$ cat src/rtl/spectro_pkg.sv
// Shared types and default geometry for the spectrum capture path.
package spectro_pkg;
    localparam int DEF_ADDR_W    = 8;
    localparam int DEF_DATA_W    = 32;
    localparam int DEF_FRAME_LEN = 256;
    localparam int DEF_CNT_W     = 16;

    typedef enum logic [1:0] {
        IDLE,
        WAIT_SOF,
        CAPTURE,
        DONE
    } state_t;
endpackage

$ cat src/rtl/spectrum_peak_tracker.sv
// Running maximum of written bins with first-occurrence index; 1-cycle registered update.
// No flow control: follows the writer's write strobe.
module spectrum_peak_tracker
    import spectro_pkg::*;
#(
    parameter int ADDR_W = DEF_ADDR_W,
    parameter int DATA_W = DEF_DATA_W
) (
    input  logic              clk,
    input  logic              rst,
    input  logic              clr,
    input  logic              upd,
    input  logic [DATA_W-1:0] data,
    input  logic [ADDR_W-1:0] bin,
    output logic [DATA_W-1:0] peak_mag,
    output logic [ADDR_W-1:0] peak_bin
);

    always_ff @(posedge clk) begin
        if (rst || clr) begin
            peak_mag <= '0;
            peak_bin <= '0;
        end else if (upd && (data > peak_mag)) begin
            // Strict compare keeps the earliest bin on ties.
            peak_mag <= data;
            peak_bin <= bin;
        end
    end

endmodule

$ cat src/rtl/spectrum_frame_writer.sv
// Frame-aligned capture of one spectrum into the SRAM W0 port; writes appear 1 cycle after acceptance.
// in_ready drops outside WAIT_SOF/CAPTURE; optional peak tracking under SPECTRUM_PEAK_TRACK_EN.
module spectrum_frame_writer
    import spectro_pkg::*;
#(
    parameter int ADDR_W    = DEF_ADDR_W,
    parameter int DATA_W    = DEF_DATA_W,
    parameter int FRAME_LEN = DEF_FRAME_LEN,
    parameter int CNT_W     = DEF_CNT_W
) (
    input  logic              wb_clk_i,
    input  logic              wb_rst_i,
    input  logic              in_valid,
    output logic              in_ready,
    input  logic [DATA_W-1:0] in_data,
    input  logic              in_last,
    input  logic              arm_i,
    input  logic              abort_i,
    input  logic              ack_i,
    input  logic              continuous_i,
    output logic              W0_clk,
    output logic              W0_en,
    output logic [ADDR_W-1:0] W0_addr,
    output logic [DATA_W-1:0] W0_data,
    output logic              busy_o,
    output logic              done_irq,
    output logic              short_err,
    output logic              long_err,
    output logic [CNT_W-1:0]  frame_cnt,
    output logic [DATA_W-1:0] peak_mag,
    output logic [ADDR_W-1:0] peak_bin
);

    localparam logic [ADDR_W-1:0] LAST_ADDR = ADDR_W'(FRAME_LEN - 1);

    state_t            state, state_next;
    logic [ADDR_W-1:0] addr;
    logic              beat_acc;
    logic              cap_beat;
    logic              last_slot;
    logic              enter_capture;
    logic              enter_done;
    logic              arming;

    assign W0_clk    = wb_clk_i;
    assign in_ready  = (state == WAIT_SOF) || (state == CAPTURE);
    assign busy_o    = in_ready;
    assign beat_acc  = in_valid && in_ready;
    assign cap_beat  = beat_acc && (state == CAPTURE);
    assign last_slot = (addr == LAST_ADDR);

    always_comb begin
        state_next = state;
        if (abort_i) begin
            state_next = IDLE;
        end else begin
            case (state)
                IDLE:     if (arm_i) state_next = WAIT_SOF;
                WAIT_SOF: if (beat_acc && in_last) state_next = CAPTURE;
                CAPTURE:  if (cap_beat && (in_last || last_slot)) state_next = DONE;
                DONE:     if (ack_i) state_next = continuous_i ? WAIT_SOF : IDLE;
                default:  state_next = IDLE;
            endcase
        end
    end

    assign enter_capture = (state == WAIT_SOF) && (state_next == CAPTURE);
    assign enter_done    = (state == CAPTURE) && (state_next == DONE);
    assign arming        = (state == IDLE) && (state_next == WAIT_SOF);

    always_ff @(posedge wb_clk_i) begin
        if (wb_rst_i) begin
            state     <= IDLE;
            addr      <= '0;
            W0_en     <= 1'b0;
            W0_addr   <= '0;
            W0_data   <= '0;
            done_irq  <= 1'b0;
            short_err <= 1'b0;
            long_err  <= 1'b0;
            frame_cnt <= '0;
        end else begin
            state    <= state_next;
            // A beat taken in an abort cycle is still committed to SRAM.
            W0_en    <= cap_beat;
            done_irq <= (state_next == DONE);
            if (cap_beat) begin
                W0_addr <= addr;
                W0_data <= in_data;
                addr    <= addr + ADDR_W'(1);
            end
            if (enter_capture) addr <= '0;
            if (arming) begin
                short_err <= 1'b0;
                long_err  <= 1'b0;
            end
            if (enter_done) begin
                frame_cnt <= frame_cnt + CNT_W'(1);
                if (in_last && !last_slot) short_err <= 1'b1;
                if (!in_last && last_slot) long_err  <= 1'b1;
            end
        end
    end

`ifdef SPECTRUM_PEAK_TRACK_EN
    spectrum_peak_tracker #(
        .ADDR_W (ADDR_W),
        .DATA_W (DATA_W)
    ) u_peak (
        .clk      (wb_clk_i),
        .rst      (wb_rst_i),
        .clr      (enter_capture),
        .upd      (cap_beat),
        .data     (in_data),
        .bin      (addr),
        .peak_mag (peak_mag),
        .peak_bin (peak_bin)
    );
`else
    assign peak_mag = '0;
    assign peak_bin = '0;
`endif

endmodule

$ cat config.mk
export PLATFORM = sky130hd
export DESIGN_NAME = spectrum_frame_writer
export DESIGN_NICKNAME = d
export VERILOG_FILES = /design/src/rtl/spectro_pkg.sv /design/src/rtl/spectrum_peak_tracker.sv /design/src/rtl/spectrum_frame_writer.sv
export SDC_FILE = /design/constraint.sdc
export NUM_CORES = 1
export LEC_CHECK = 0
export CAP_MARGIN = 20
export CELL_PAD_IN_SITES_DETAIL_PLACEMENT = 1
export CELL_PAD_IN_SITES_GLOBAL_PLACEMENT = 2
export CORE_MARGIN = 3
export CORE_UTILIZATION = 24
export DETAILED_ROUTE_END_ITERATION = 10
export MAX_ROUTING_LAYER = met4
export PLACE_DENSITY_LB_ADDON = 0.08
export SLEW_MARGIN = 20
export SYNTH_ARGS = -nofsm -noshare
export SYNTH_HDL_FRONTEND = slang
export SYNTH_SLANG_ARGS = --single-unit
$ cat constraint.sdc
create_clock -name wb_clk_i -period 5.3 [get_ports wb_clk_i]
set_input_delay 1.325 -clock wb_clk_i [delete_from_list [all_inputs] [get_ports wb_clk_i]]
set_output_delay 1.325 -clock wb_clk_i [all_outputs]
set_load 0.03 [all_outputs]
==> results of run 1 <==
==> worst max-delay path, delay by kind of cell <==
kind     cells  cell delay, ns
buf+inv      3            0.83
==> flip-flops by register name, summed over array words and instances, names as in the netlist <==
name	count
W0_addr	8
W0_data	32
W0_en	1
addr	8
done_irq	1
frame_cnt	16
long_err	1
short_err	1
state	2
==> placed cells by master (no fill, tap or decap), types with 6 or more instances in the layout <==
master / count
a21oi_1: 57
o21ai_0: 7
nand2_1: 92
clkbuf_16: 12
dfxtp_1: 70
clkdlybuf4s50_1: 101
o31ai_1: 10
or3_1: 6
nor2_1: 14
nand3_1: 7
ha_1: 6
xor2_1: 7
conb_1: 40
or4_1: 10
inv_1: 7
==> metrics by stage <==
stage / setup WS [ns] / instance area (sq um)
2_1_floorplan: 1.18 / 3340
3_3_place_gp: 0.761 / 4190
3_5_place_dp: 0.761 / 4190
4_1_cts: 0.493 / 4550
5_1_grt: 0.488 / 4550
6_report: 0.499 / 4550
==> how the worst min path moves through the flow <==
| stage | to | slack, ns | cells past startpoint |
|---|---|---|---|
| finish | W0_data[8] | 0.45 | 2 |
| detailed placement | W0_data[29] | 0.45 | 2 |
| global route | W0_data[29] | 0.47 | 2 |
| global placement | long_err | 0.44 | 2 |
| CTS | W0_data[29] | 0.46 | 2 |
| floorplan | W0_addr[5] | 0.45 | 2 |
==> cell families after synthesis <==
kind of cell	after synthesis	share of synthesized area
AND/OR/NAND/NOR	155	0.225
AO/OA/AOI/OAI	84	0.149
flip-flops	70	0.439
buffers and inverters	69	0.134
XOR/XNOR	8	0.0220
adder cells (fa/ha/maj)	6	0.0235
multiplexers	2	0.00666
other	1	0.00117
==> final cells by class <==
cell class,instances,area (sq um)
Multi-Input combinational cell,295,1520
Tap cell,172,215
Clock inverter,1,30.0
Clock buffer,18,339
Inverter,7,26.3
Fill cell,1531,8270
Timing Repair Buffer,103,1020
Sequential cell,70,1400
==> metal layers <==
| layer | share of wire | global-route usage | vias to the layer above |
|---|---|---|---|
| met4 | 0.017 | 0.0532 | 0 |
| li1 | - | - | 1452 |
| met1 | 0.43 | 0.159 | 1405 |
| met2 | 0.50 | 0.218 | 85 |
| met5 | 0 | - | - |
| met3 | 0.052 | 0.0289 | 11 |
==> where the power goes <==
group	switching, uW	internal, uW	leakage [uW]
Clock	257	485	0.000178
Sequential	2.45	528	0.000564
Combinational	70.3	36.8	0.000854
==> flow_summary_export.csv, run 1 <==
group,metric,value,unit
outcome,status,"complete, no violations",
clocking,clkLatencyLatePin,0.44,ns
floorplan,io_pins,143,
floorplan,dieArea,14700,sq um
global_routing,grt_pass1_wl,15000,microns
floorplan,fp.dieW,121,microns
sta,final_hold_viol_count,0,
sta,hold-worst-slack,0.452,ns
critical_path,cp_slowest_cell,"clkdlybuf4s50_1",
finish,fin_cells,666,
clocking,cts_tree,"built",
sta,worst_slew_pin_slew,0.959,ns
clocking,path_clk_slew,0.05,ns
place,place_hpwl,6470,microns
synthesis,synthTopCellsByCount,"nand2_1, dfxtp_1, a21oi_1, buf_4, nor2_1",
floorplan,start_util,0.249,
hold_path,min-delay-start,"W0_data[8]",
drt,avgRoutedWirePerCell,14.3,microns
global_routing,grt_max_degree,48,
critical_path,setup.worst_path.start,"wb_clk_i",
power_and_ir_drop,p_leak,0.00160,uW
synthesis,yosysSeqAreaShare,0.439,
floorplan,std_cell_rows,41,
place,gp_congestion,0.700,
finish,layout-drive-gt1-share,0.0445,
drt,drcViolationCount,0,
sta,relSlewSlack,0.360,
place,dp_cells,648,
finish,syn_to_final_growth,42.7,%
synthesis,netlist.top_cell.by_area,"dfxtp_1",
critical_path,crit_chain,"clkbuf_16, clkbuf_16, clkdlybuf4s50_1",
synthesis,ys_seq_elements,70,
sta,final.setup.tns,0,ns
critical_path,reg2regPathDepth,8,
synthesis,avgSynthCellArea,8.08,sq um
drt,drt_iter0_markers,141,
global_routing,antenna_found_initial,0,
synthesis,synthTopCellsByArea,"dfxtp_1, nand2_1, buf_4",
drt,vias_per_cell,4.43,
power_and_ir_drop,max-vdd-ir-drop,0.159,mV
synthesis,synth_top_area_frac,0.439,
drt,dr.pass1.iters,4,
synthesis,synth_area,3190,sq um
critical_path,r2r_slack,2.60,ns
synthesis,synth.most_common_cell,"nand2_1",
critical_path,path_common_cell,"clkbuf_16",
sta,finalClockSkew,0.00580,ns
drt,vias,2953,
finish,num_antenna_cells,0,
floorplan,core_area,12800,sq um
clocking,cts_resized,0,
critical_path,start_kind,"clock port",
place,portBuffers,102,
finish,post-route-util,0.355,
global_routing,grt.overflow.total,0,
global_routing,grt_pass1_vias,2939,
synthesis,postSynthCellCount,395,
clocking,post-cts-setup-buffers,0,
critical_path,slowest_delay,0.58,ns
critical_path,crit_path_end,"W0_clk",
run,drv_cap,0,
critical_path,critical_path.max_fanout,2,
sta,rsz0062_at_grt,"false",
drt,routed_wl,9550,microns
critical_path,critPathCaptureType,"primary output",
critical_path,rr_endpoint,"addr[7]",
sta,final_max_slew_viol_count,0,
critical_path,reg2reg_from,"state[0]",
power_and_ir_drop,pwr_density_cell,303,nW/um^2
drt,ant_nets,0,
critical_path,crit_required,3.97,ns
synthesis,synth_edf_count,0,
synthesis,async_flop_share,0,
synthesis,yosys_most_used_dff,"dfxtp_1",
synthesis,yosys_warnings,0,
hold_path,hp-class,"flop to flop",
finish,nets,536,
critical_path,crit_type,"clock port to primary output",
synthesis,yosys.cell_types.count,38,
floorplan,die_height,121,microns
global_routing,grt_usage,0.133,
power_and_ir_drop,p_total,1380,uW
sta,setup_viol,0,
clocking,hold_buffers,0,
critical_path,cp.arrival,3.48,ns
Power figures use the tool's default switching activity.
==> inputs of run 2 (changes only) <==
GPL_TIMING_DRIVEN = 0   (was default)
==> run 2 against run 1 <==
Compared with the run above:
- worst hold slack gained 0.0015 ns
- total power grew 1.9%
- critical path type unchanged
- critical endpoint unchanged
- highest routed layer unchanged
- count of clock-buffer cells in the layout shrank 2
- critical path depth grew 1
- register-to-register slack gained 0.09 ns
- clock power is essentially flat
- largest cell class unchanged
- first-iteration DRC count shrank 47%
==> flow_summary_export.csv, run 2 (synthesis gave the netlist of run 1 again) <==
group,metric,value,unit
finish,layout_common_cells,"clkdlybuf4s50_1, nand2_1, dfxtp_1, a21oi_1, buf_4",
run,drv_cap,0,
floorplan,dieArea,14700,sq um
sta,final_max_slew_viol_count,0,
floorplan,start_util,0.249,
clocking,path_clk_slew,0.06,ns
critical_path,cp.arrival,3.59,ns
critical_path,crit_required,3.97,ns
critical_path,worst_path_dominant_cell_family,"buffers and inverters",
drt,avgRoutedWirePerCell,14.0,microns
place,portBuffers,101,
critical_path,critical_path.max_fanout,2,
outcome,status,"complete, no violations",
finish,post-route-util,0.385,
critical_path,path_common_cell,"clkbuf_16",
sta,setup_viol,0,
floorplan,fp.dieW,121,microns
critical_path,slowest_delay,0.58,ns
power_and_ir_drop,p_leak,0.00184,uW
finish,layout-drive-gt1-share,0.119,
drt,vias_per_cell,4.37,
sta,hold-worst-slack,0.453,ns
clocking,clkLatencyLatePin,0.45,ns
sta,finalClockSkew,0.00663,ns
critical_path,reg2regPathDepth,8,
sta,final_hold_viol_count,0,
global_routing,grt_pass1_wl,16000,microns
global_routing,grt.overflow.total,0,
critical_path,cp_slowest_cell,"clkdlybuf4s50_1",
global_routing,grt_max_degree,13,
place,dpl_worst_slack,0.648,ns
finish,nets,595,
critical_path,reg2reg_from,"state[0]",
critical_path,crit_type,"clock port to primary output",
sta,relSlewSlack,0.361,
finish,top_register,"W0_data",
hold_path,hp-class,"flop to flop",
finish,syn_to_final_growth,54.6,%
drt,routed_wl,10200,microns
finish,layout_commonest_cell,"clkdlybuf4s50_1",
critical_path,rr_endpoint,"frame_cnt[13]",
critical_path,path_buf_inv,4,
clocking,post-cts-setup-buffers,0,
critical_path,path_depth,4,
critical_path,crit_chain,"clkbuf_16, clkbuf_16, buf_4, clkdlybuf4s50_1",
hold_path,min_to,"W0_data[9]",
clocking,hold_buffers,0,
place,place_hpwl,7580,microns
clocking,cts_tree,"built",
critical_path,start_kind,"clock port",
drt,drcViolationCount,0,
place,gp_congestion,0.804,
sta,rsz0062_at_grt,"false",
sta,final.setup.tns,0,ns
sta,setup_ws,0.386,ns
floorplan,core_area,12800,sq um
hold_path,min-delay-start,"W0_data[9]",
global_routing,grt_usage,0.143,
hold_path,hold_depth,2,
floorplan,std_cell_rows,41,
global_routing,antenna_found_initial,0,
drt,vias,3175,
floorplan,io_pins,143,
critical_path,critPathCaptureType,"primary output",
power_and_ir_drop,max-vdd-ir-drop,0.130,mV
critical_path,r2r_slack,2.69,ns
drt,drt_iter0_markers,75,
place,placed_cell_area,4560,sq um
sta,worst_slew_pin_slew,0.950,ns
clocking,cts_resized,0,
finish,num_antenna_cells,0,
finish,reg_top3,"W0_data (32), frame_cnt (16)",
finish,post-route-cell-area,4940,sq um
drt,ant_nets,0,
power_and_ir_drop,pwr_density_cell,285,nW/um^2
global_routing,grt_pass1_vias,3172,
finish,largest_reg_flops,32,
floorplan,die_height,121,microns
drt,dr.pass1.iters,4,
run 2: cell type report:
| class | count | area (sq um) |
|---|---|---|
| clock buffer | 16 | 352 |
| tap | 172 | 215 |
| sequential | 70 | 1400 |
| buffer | 62 | 400 |
| multi-input combinational | 295 | 1510 |
| timing repair buffer | 100 | 1000 |
| fill | 1525 | 7890 |
| inverter | 7 | 26.3 |
| clock inverter | 4 | 30.0 |
run 2: worst max path at each step:
stage / start / end / slack [ns]
finish: wb_clk_i / W0_clk / 0.39
global route: wb_clk_i / W0_clk / 0.37
CTS: wb_clk_i / W0_clk / 0.38
detailed placement: wb_clk_i / W0_clk / 0.65
global placement: wb_clk_i / W0_clk / 0.65
floorplan: wb_clk_i / W0_clk / 1.18
run 2: report_power, final:
part / total, uW / switching [uW] / internal [uW]
logic: 133 / 75.4 / 57.9
clock network: 741 / 268 / 473
registers: 530 / 2.51 / 528
run 2: layer usage:
metal  vias up  track usage  wire [microns]
li1       1580            -               -
met1      1481        0.166            4280
met2        96        0.234            5090
met3        18       0.0415             598
met4         0       0.0546             195
met5         -            -               0
run 2: through the flow:
stage                     total power [uW]  std cells
after global routing                  1470        726
after CTS                             1430        726
after detailed placement               717        707
after floorplan                        658        434
after global placement                 715        707
final                                 1400        726
run 2: worst register-to-register path, cell delays in order, from the launching register on:
cell and delay (ns):
dfxtp_1 0.52, inv_1 0.12, ha_1 0.39, and3_1 0.23
nor4_1 0.07, or3_4 0.41, buf_6 0.15, or4_1 0.50
a21oi_1 0.15
